## config.mk

```make
export PLATFORM = sky130hd
export DESIGN_NAME = rggen_bit_field_set_arbiter
export DESIGN_NICKNAME = d
export VERILOG_FILES = /design/src/rtl/rggen_bit_field_set_arbiter_pkg.sv /design/src/rtl/rggen_bit_field_set_arbiter_picker.sv /design/src/rtl/rggen_bit_field_set_arbiter.sv
export SDC_FILE = /design/constraint.sdc
export NUM_CORES = 1
export LEC_CHECK = 0
export BUFFER_PORTS_ARGS = -buffer_cell sky130_fd_sc_hd__buf_2
export CAP_MARGIN = 20
export CELL_PAD_IN_SITES_DETAIL_PLACEMENT = 2
export CELL_PAD_IN_SITES_GLOBAL_PLACEMENT = 2
export CORE_UTILIZATION = 24
export DETAILED_ROUTE_END_ITERATION = 16
export PLACE_DENSITY_LB_ADDON = 0.1
export SETUP_SLACK_MARGIN = 0.05
export SLEW_MARGIN = 20
export SYNTH_ARGS = -nofsm -noshare
export SYNTH_HDL_FRONTEND = slang
export SYNTH_SLANG_ARGS = --single-unit
```

## constraint.sdc

```tcl
create_clock -name i_clk -period 3.1 [get_ports i_clk]
set_clock_uncertainty 0.15 [all_clocks]
set_input_delay 0.775 -clock i_clk [delete_from_list [all_inputs] [get_ports i_clk]]
set_output_delay 0.775 -clock i_clk [all_outputs]
set_load 0.02 [all_outputs]
```

## src/rtl/rggen_bit_field_set_arbiter_pkg.sv

```systemverilog
// Shared definitions for bit field controllers: controller state encoding and
// an index-width helper.
package rggen_bit_field_set_arbiter_pkg;

    typedef enum logic {
        IDLE  = 1'b0,
        ISSUE = 1'b1
    } state_t;

    // Number of index bits needed to address 'count' items, never less than 1.
    function automatic int clog2_min1(input int count);
        int width;
        width = 1;
        while ((1 << width) < count) begin
            width++;
        end
        return width;
    endfunction

endpackage

```

## src/rtl/rggen_bit_field_set_arbiter_picker.sv

```systemverilog
// Combinational round-robin picker: masked priority search starting at the
// pointer, falling back to a plain lowest-index search when nothing is above it.
module rggen_round_robin_picker
    import rggen_bit_field_set_arbiter_pkg::*;
#(
    parameter int REQUESTERS  = 2,
    parameter int INDEX_WIDTH = clog2_min1(REQUESTERS)
)(
    input  logic [REQUESTERS-1:0]  i_request,
    input  logic [INDEX_WIDTH-1:0] i_pointer,
    output logic [REQUESTERS-1:0]  o_winner,
    output logic [INDEX_WIDTH-1:0] o_index
);

    logic [REQUESTERS-1:0] masked;
    logic                  found;

    always_comb begin
        masked   = '0;
        o_winner = '0;
        o_index  = '0;
        found    = 1'b0;
        for (int unsigned i = 0; i < REQUESTERS; i++) begin
            masked[i] = i_request[i] && (INDEX_WIDTH'(i) >= i_pointer);
        end
        for (int unsigned i = 0; i < REQUESTERS; i++) begin
            if (!found && masked[i]) begin
                found       = 1'b1;
                o_winner[i] = 1'b1;
                o_index     = INDEX_WIDTH'(i);
            end
        end
        for (int unsigned i = 0; i < REQUESTERS; i++) begin
            if (!found && i_request[i]) begin
                found       = 1'b1;
                o_winner[i] = 1'b1;
                o_index     = INDEX_WIDTH'(i);
            end
        end
    end

endmodule

```

## src/rtl/rggen_bit_field_set_arbiter.sv

```systemverilog
// Round-robin arbiter sharing one RWS bit field's hardware set path.
// Optional bounded retry: define RGGEN_BIT_FIELD_SET_ARBITER_RETRY_LIMIT_EN.
module rggen_bit_field_set_arbiter
    import rggen_bit_field_set_arbiter_pkg::*;
#(
    parameter int WIDTH       = 8,
    parameter int REQUESTERS  = 2,
    parameter int WRITE_FIRST = 1,
    parameter int RETRY_LIMIT = 4
)(
    input  logic                          i_clk,
    input  logic                          i_rst_n,
    input  logic [REQUESTERS-1:0]         i_request,
    input  logic [REQUESTERS*WIDTH-1:0]   i_request_value,
    input  logic                          i_sw_write,
    output logic                          o_set,
    output logic [WIDTH-1:0]              o_value,
    output logic [REQUESTERS-1:0]         o_grant,
    output logic [REQUESTERS-1:0]         o_drop,
    output logic                          o_busy
);

    localparam int INDEX_WIDTH = clog2_min1(REQUESTERS);

    if ((REQUESTERS < 1) || (REQUESTERS > 16) || (RETRY_LIMIT < 1) || (RETRY_LIMIT > 255)) begin : g_param_check
        $error("rggen_bit_field_set_arbiter: REQUESTERS or RETRY_LIMIT out of range");
    end

    state_t                 state;
    logic [INDEX_WIDTH-1:0] rr_pointer;
    logic [INDEX_WIDTH-1:0] winner_index;
    logic [INDEX_WIDTH-1:0] next_pointer;
    logic [REQUESTERS-1:0]  pick_winner;
    logic [INDEX_WIDTH-1:0] pick_index;
    logic [WIDTH-1:0]       pick_value;
    logic                   blocked;
    logic                   accept;
    logic                   abandon;

    rggen_round_robin_picker #(
        .REQUESTERS  (REQUESTERS),
        .INDEX_WIDTH (INDEX_WIDTH)
    ) u_picker (
        .i_request (i_request),
        .i_pointer (rr_pointer),
        .o_winner  (pick_winner),
        .o_index   (pick_index)
    );

    always_comb begin
        pick_value = '0;
        for (int unsigned k = 0; k < REQUESTERS; k++) begin
            if (pick_winner[k]) begin
                pick_value = pick_value | i_request_value[k*WIDTH +: WIDTH];
            end
        end
    end

    assign blocked      = (WRITE_FIRST != 0) && i_sw_write;
    assign accept       = (state == ISSUE) && !blocked;
    assign next_pointer = (winner_index == INDEX_WIDTH'(REQUESTERS - 1))
                        ? '0 : winner_index + INDEX_WIDTH'(1);

`ifdef RGGEN_BIT_FIELD_SET_ARBITER_RETRY_LIMIT_EN
    logic [7:0] retry_count;

    // Abandon only once the limit is reached and this attempt is blocked too.
    assign abandon = (state == ISSUE) && blocked && (retry_count == 8'(RETRY_LIMIT));

    always_ff @(posedge i_clk or negedge i_rst_n) begin
        if (!i_rst_n) begin
            retry_count <= '0;
        end else if (state == ISSUE) begin
            retry_count <= (accept || abandon) ? '0 : retry_count + 8'd1;
        end
    end

    always_comb begin
        o_drop = '0;
        for (int unsigned k = 0; k < REQUESTERS; k++) begin
            o_drop[k] = abandon && (winner_index == INDEX_WIDTH'(k));
        end
    end
`else
    assign abandon = 1'b0;
    assign o_drop  = '0;
`endif

    always_comb begin
        o_grant = '0;
        for (int unsigned k = 0; k < REQUESTERS; k++) begin
            o_grant[k] = accept && (winner_index == INDEX_WIDTH'(k));
        end
    end

    always_ff @(posedge i_clk or negedge i_rst_n) begin
        if (!i_rst_n) begin
            state        <= IDLE;
            o_set        <= 1'b0;
            o_value      <= '0;
            o_busy       <= 1'b0;
            rr_pointer   <= '0;
            winner_index <= '0;
        end else begin
            case (state)
                IDLE: begin
                    if (|i_request) begin
                        winner_index <= pick_index;
                        o_value      <= pick_value;
                        o_set        <= 1'b1;
                        o_busy       <= 1'b1;
                        state        <= ISSUE;
                    end
                end
                ISSUE: begin
                    if (accept || abandon) begin
                        o_set      <= 1'b0;
                        o_busy     <= 1'b0;
                        rr_pointer <= next_pointer;
                        state      <= IDLE;
                    end
                end
                default: state <= IDLE;
            endcase
        end
    end

endmodule

```

==> impl_metrics.ini, run 1 <==
[pwr]
power_frac_clock_pct = 19.8
vdd_drop_max_v = 0.0002780
power.density_nw_per_um2 = 639.1
p_comb_share_pct = 35.0
totalPowerFinal_w = 0.0004766
leakage_nw = 0.4098
p_seq_share_pct = 45.2
power.switching_w = 0.0001672
switching_share_pct = 35.08
p_int_w = 0.0003094

[yosys]
syn_area_um2 = 558.0
synth-seq-area-share_pct = 53.81
netlist.top_cell.by_area = dfrtp_1
async_flop_share_pct = 100.0
synthTopCellsByArea = dfrtp_1, a221o_1, and2_1
synth.avg_cell_area_um2 = 11.87
ys_ff_latch = 12
synth_edf_count = 0
post-synth-top-count-cell = dfrtp_1
netlist.area_leader.share_pct = 53.81
syn_inst = 47
synth_commonest_cells = dfrtp_1, a221o_1, and2_1
synthFlopType = dfrtp_1
synth_cell_type_count = 16
synth-warning-count = 0

[clocking]
cts_root_buffer = clkbuf_4
post_cts_buffers = 0
cts_resized = 0
holdBufCountCts = 0
cts_num_sinks = 12
cts_tree = yes
cts_buffer_depth = 2
cts-htree-levels = 1
clock_latency_ns = 0.27
clk_pin_slew_worst_paths_ns = 0.07
cts_buffers = 3

[routing]
totalWireLength_mm = 1.423
route.vias.total = 485
ant_nets = 0
routed_via_density = 4.533
avgRoutedWirePerCell_um = 13.30
first_pass_iters = 3
drtIter0Drc = 2
drc = 0

[finish]
nets = 102
antenna_cells = 0
syn_to_final_growth_pct = 33.63
drive_above_1_share_pct = 46.84
postLayoutCoreUtil_pct = 33.71

[sta]
fmax_mhz = 432.8
tightest_slew_ns = 0.6405
rsz0062_at_grt = no
fin_crit_ns = 2.310
timing.hold.ws_ns = 0.2200
fin_ws_ns = 0.7895
setup_viol = 0
slew_viol_final = 0
max-slew-margin-rel_pct = 57.22
post-route-period-util_pct = 74.53
final.setup.tns_ns = 0
hold_viol = 0

[setup_path]
critical_path_required_ns = 2.17
cp-start-kind = input pin
worst-endpoint-arrival_ns = 1.39
end_kind = output pin
worstPathMaxFanout = 5
critPathKind = in -> out

[floorplan]
fp.dieW_um = 50.22
dieArea_um2 = 2522
die_h_um = 50.22
core-area_um2 = 2212
ios = 35
initial_utilization_pct = 25.23
row_count = 17

[global_routing]
grt-ovfl-total = 0
grt_start_max_net_pins = 13
grt_pass1_wl_mm = 2.518
antenna_found_initial = 0
grt_use_total_pct = 13.64
grt_pass1_vias = 538

[placement]
port_buffers = 32
dpl.hpwl_mm = 1.115
pre_cts_ws_ns = 0.7790
place_congestion = 0.7695

[status]
outcome = finished clean

[worst_hold_path]
min-delay-path-class = in -> async

[job]
max_cap_viol_count = 0
## final timing paths
path	from	end	slack [ns]	cells past startpoint
min	i_rst_n	o_value[4]	0.22	1
min in group i_clk	o_busy	o_busy	0.40	2
min reg2reg	o_busy	o_busy	0.40	2
max reg2reg	state	o_value[5]	1.57	3
max	i_sw_write	o_grant[0]	0.79	4
max in group asynchronous	i_rst_n	state	2.36	1
## per-layer routing
layer  share of wire (%)  track usage [%]  routed length (µm)
met3                 6.2            5.455                  88
met4                   0            1.429                   0
met5                   0                0                   0
met1                  44            17.17                 621
met2                  50            22.44                 713
## worst max-delay path, cell delays in order
cell and delay [ns]:
buf_2 0.09, nand2b_1 0.19, nor2_1 0.14, buf_2 0.18
## cells by family (layout without fill, tap and decap cells)
logic type / after synthesis / after routing / share of synthesized area (%)
flip-flops: 12 / 12 / 53.81
other: 1 / 2 / 0.6720
AND/OR/NAND/NOR: 11 / 11 / 11.44
AO/OA/AOI/OAI: 15 / 15 / 25.34
buffers and inverters: 8 / 39 / 8.743
## per-stage QoR
step           instances  cell area, µm²
3_3_place_gp         104           723.2
2_1_floorplan         48           561.8
6_report             107           745.7
4_1_cts              107           745.7
3_5_place_dp         104           723.2
5_1_grt              107           745.7
## cell usage in the layout (no fill, tap or decap), types with 2 or more instances in the layout
master and count:
dfrtp_1 12, inv_1 3, and2_1 8, nor2_1 2, a21o_1 2, buf_2 32
clkbuf_4 3, a221o_1 8, conb_1 2
## power by group through the flow
stage | combinational, W | sequential (W) | clock (W)
final | 0.000167 | 0.000216 | 0.0000943
after global routing | 0.000184 | 0.000221 | 0.000108
after CTS | 0.000170 | 0.000216 | 0.000100
after detailed placement | 0.000168 | 0.000218 | 0
after global placement | 0.000168 | 0.000218 | 0
after floorplan | 0.0000750 | 0.000252 | 0
## flip-flops by register name, summed over array words and instances (netlist names)
register	flops
rr_pointer	1
o_busy	1
winner_index	1
o_value	8
state	1
## layout make-up
| type | instances | area [µm²] |
|---|---|---|
| Inverter | 4 | 15.01 |
| Tap cell | 28 | 35.03 |
| Fill cell | 269 | 1466 |
| Multi-Input combinational cell | 28 | 212.7 |
| Sequential cell | 12 | 300.3 |
| Timing Repair Buffer | 32 | 160.2 |
| Clock buffer | 3 | 22.52 |
(Power assumes the default switching activity.)
==> run 2: changes to the inputs <==
--- a/config.mk
+++ b/config.mk
@@ -5,11 +5,12 @@
 export SDC_FILE = /design/constraint.sdc
 export NUM_CORES = 1
 export LEC_CHECK = 0
+export ABC_AREA = 1
 export BUFFER_PORTS_ARGS = -buffer_cell sky130_fd_sc_hd__buf_2
 export CAP_MARGIN = 20
 export CELL_PAD_IN_SITES_DETAIL_PLACEMENT = 2
 export CELL_PAD_IN_SITES_GLOBAL_PLACEMENT = 2
-export CORE_UTILIZATION = 24
+export CORE_UTILIZATION = 22
 export DETAILED_ROUTE_END_ITERATION = 16
 export PLACE_DENSITY_LB_ADDON = 0.1
 export SETUP_SLACK_MARGIN = 0.05
==> constraint.sdc (replaced) <==
create_clock -name i_clk -period 2.4 [get_ports i_clk]
set_clock_uncertainty 0.15 [all_clocks]
set_input_delay 0.6 -clock i_clk [delete_from_list [all_inputs] [get_ports i_clk]]
set_output_delay 0.6 -clock i_clk [all_outputs]
set_load 0.02 [all_outputs]
==> run 2 against run 1 <==
  * The run now ends with design-rule violations left
  * First-iteration DRC count rose to 8.0 times the previous value
  * Largest cell class unchanged
  * Highest routed layer is now met4
  * Register-to-register slack lost 0.43 ns
  * Via count grew 40%
  * Sequential share of layout area down 5.5 points
  * Flip-flop and latch count stayed put
==> impl_metrics.ini, run 2 <==
[sta]
slew_viol_final = 0
fin_crit_ns = 1.985
rsz0062_at_grt = no
post-route-period-util_pct = 82.72
hold_viol = 0
timing.hold.ws_ns = 0.04114
fin_ws_ns = 0.4148
final.setup.tns_ns = 0
fmax_mhz = 503.7
setup_viol = 0

[placement]
placed_area_um2 = 828.3
pre_cts_ws_ns = 0.4022
dpl.hpwl_mm = 1.541
port_buffers = 32
place_congestion = 0.6905

[clocking]
cts_buffers = 3
cts_resized = 0
cts_tree = yes
post_cts_buffers = 0
cts_buffer_depth = 2
holdBufCountCts = 0
cts_num_sinks = 12
clock_latency_ns = 0.28
cts_root_buffer = clkbuf_4
clk_pin_slew_worst_paths_ns = 0.09
cts-htree-levels = 1

[pwr]
power.density_nw_per_um2 = 1028
leakage_nw = 0.5102
vdd_drop_max_v = 0.0002926

[yosys]
post-synth-top-count-cell = nand2_1
async_flop_share_pct = 100.0
netlist.area_leader.share_pct = 44.53
synthTopCellsByArea = dfrtp_1, nand2_1, nand3_1
synth_edf_count = 0
synthFlopType = dfrtp_1
syn_inst = 85
netlist.top_cell.by_area = dfrtp_1
synth_cell_type_count = 17
syn_area_um2 = 674.4
synth_commonest_cells = nand2_1, nand3_1, dfrtp_1
ys_ff_latch = 12
synth.avg_cell_area_um2 = 7.934
synth-warning-count = 0
synth-seq-area-share_pct = 44.53

[setup_path]
critical_path_required_ns = 1.65
worst-endpoint-arrival_ns = 1.24
cp-start-kind = input pin
worst-r2r-setup-slack_ns = 1.14
critPathKind = in -> out
worstRegToRegCells = 5
rr_endpoint = o_value[7]
worstPathMaxFanout = 4
end_kind = output pin
r2r-start = state

[routing]
drc = 6
avgRoutedWirePerCell_um = 13.60
first_pass_iters = 10
route.vias.total = 678
totalWireLength_mm = 2.013
routed_via_density = 4.581
drtIter0Drc = 16
ant_nets = 0

[global_routing]
grt_pass1_vias = 753
antenna_found_initial = 0
grt_start_max_net_pins = 13
grt_pass1_wl_mm = 3.408
grt_use_total_pct = 13.95
grt-ovfl-total = 0

[finish]
postLayoutCellArea_um2 = 864.6
antenna_cells = 0
drive_above_1_share_pct = 39.32
fillers = 352
nets = 139
layout_common_cells = buf_2, nand2_1, nand3_1, dfrtp_1, inv_1
postLayoutCoreUtil_pct = 30.56
syn_to_final_growth_pct = 28.20
layout_commonest_cell = buf_2
regMostFlops = o_value
largest_register_ffs = 8

[floorplan]
ios = 35
fp.dieW_um = 57.37
row_count = 19
initial_utilization_pct = 23.84
die_h_um = 57.37
core-area_um2 = 2829
dieArea_um2 = 3291

[job]
max_cap_viol_count = 0

[status]
outcome = complete, but fails checks
violations = design-rule violations

[worst_hold_path]
min-delay-path-class = in -> async
==> run 2: cell count changes after synthesis, sizes merged, moves of 3 or more <==
cell and change:
inv +3, a221o -8, o21ai +3, nand2 +33, nand3 +16, and2 -8
==> run 2: cell type report <==
class | count | area (µm²) | share of cell area, %
Tap cell | 31 | 38.79 | 4.486
Multi-Input combinational cell | 61 | 295.3 | 34.15
Timing Repair Buffer | 33 | 167.7 | 19.39
Sequential cell | 12 | 300.3 | 34.73
Clock buffer | 4 | 36.28 | 4.197
Inverter | 7 | 26.28 | 3.039
==> run 2: layer usage <==
layer  part of all wire (%)  vias to the layer above  wire length (µm)  global-route usage (%)
li1                       -                      330                 -                       -
met1                     43                      324               873                   16.08
met2                     50                       22              1014                   24.92
met3                    5.1                        2               103                   4.535
met4                    1.1                        0                22                   3.136
met5                      0                        -                 0                       0
==> run 2: worst max-delay path: stages <==
cell and delay, ns:
buf_2 0.09, inv_1 0.06, nand2_1 0.11, nor2_1 0.17, buf_2 0.19
==> run 2: cell families (layout without fill, tap and decap cells) <==
family | Yosys count | after routing | synth area share (%)
buffers and inverters | 13 | 44 | 12.25
AO/OA/AOI/OAI | 4 | 4 | 4.637
flip-flops | 12 | 12 | 44.53
AND/OR/NAND/NOR | 55 | 55 | 38.03
other | 1 | 2 | 0.5561
==> run 2: metrics by stage <==
| stage | cells | power, W |
|---|---|---|
| 2_1_floorplan | 86 | 0.0006039 |
| 3_3_place_gp | 144 | 0.0007269 |
| 3_5_place_dp | 144 | 0.0007373 |
| 4_1_cts | 148 | 0.0009127 |
| 5_1_grt | 148 | 0.0009614 |
| 6_report | 148 | 0.0008889 |
==> run 2: worst max-delay path by stage <==
stage,startpoint,endpoint,slack [ns],cells past startpoint
after global routing,i_sw_write,o_grant[1],0.37,5
after CTS,i_sw_write,o_grant[1],0.40,5
after floorplan,i_sw_write,o_grant[1],0.59,3
after global placement,i_sw_write,o_grant[1],0.51,5
after detailed placement,i_sw_write,o_grant[1],0.40,5
final,i_sw_write,o_grant[1],0.41,5
==> run 2: where the power goes <==
group | internal [W] | switching, W | leakage (nW)
combinational | 0.000130 | 0.000260 | 0.342
sequential | 0.000280 | 0.0000501 | 0.147
clock | 0.0000922 | 0.0000765 | 0.0210
total | 0.000502 | 0.000387 | 0.510
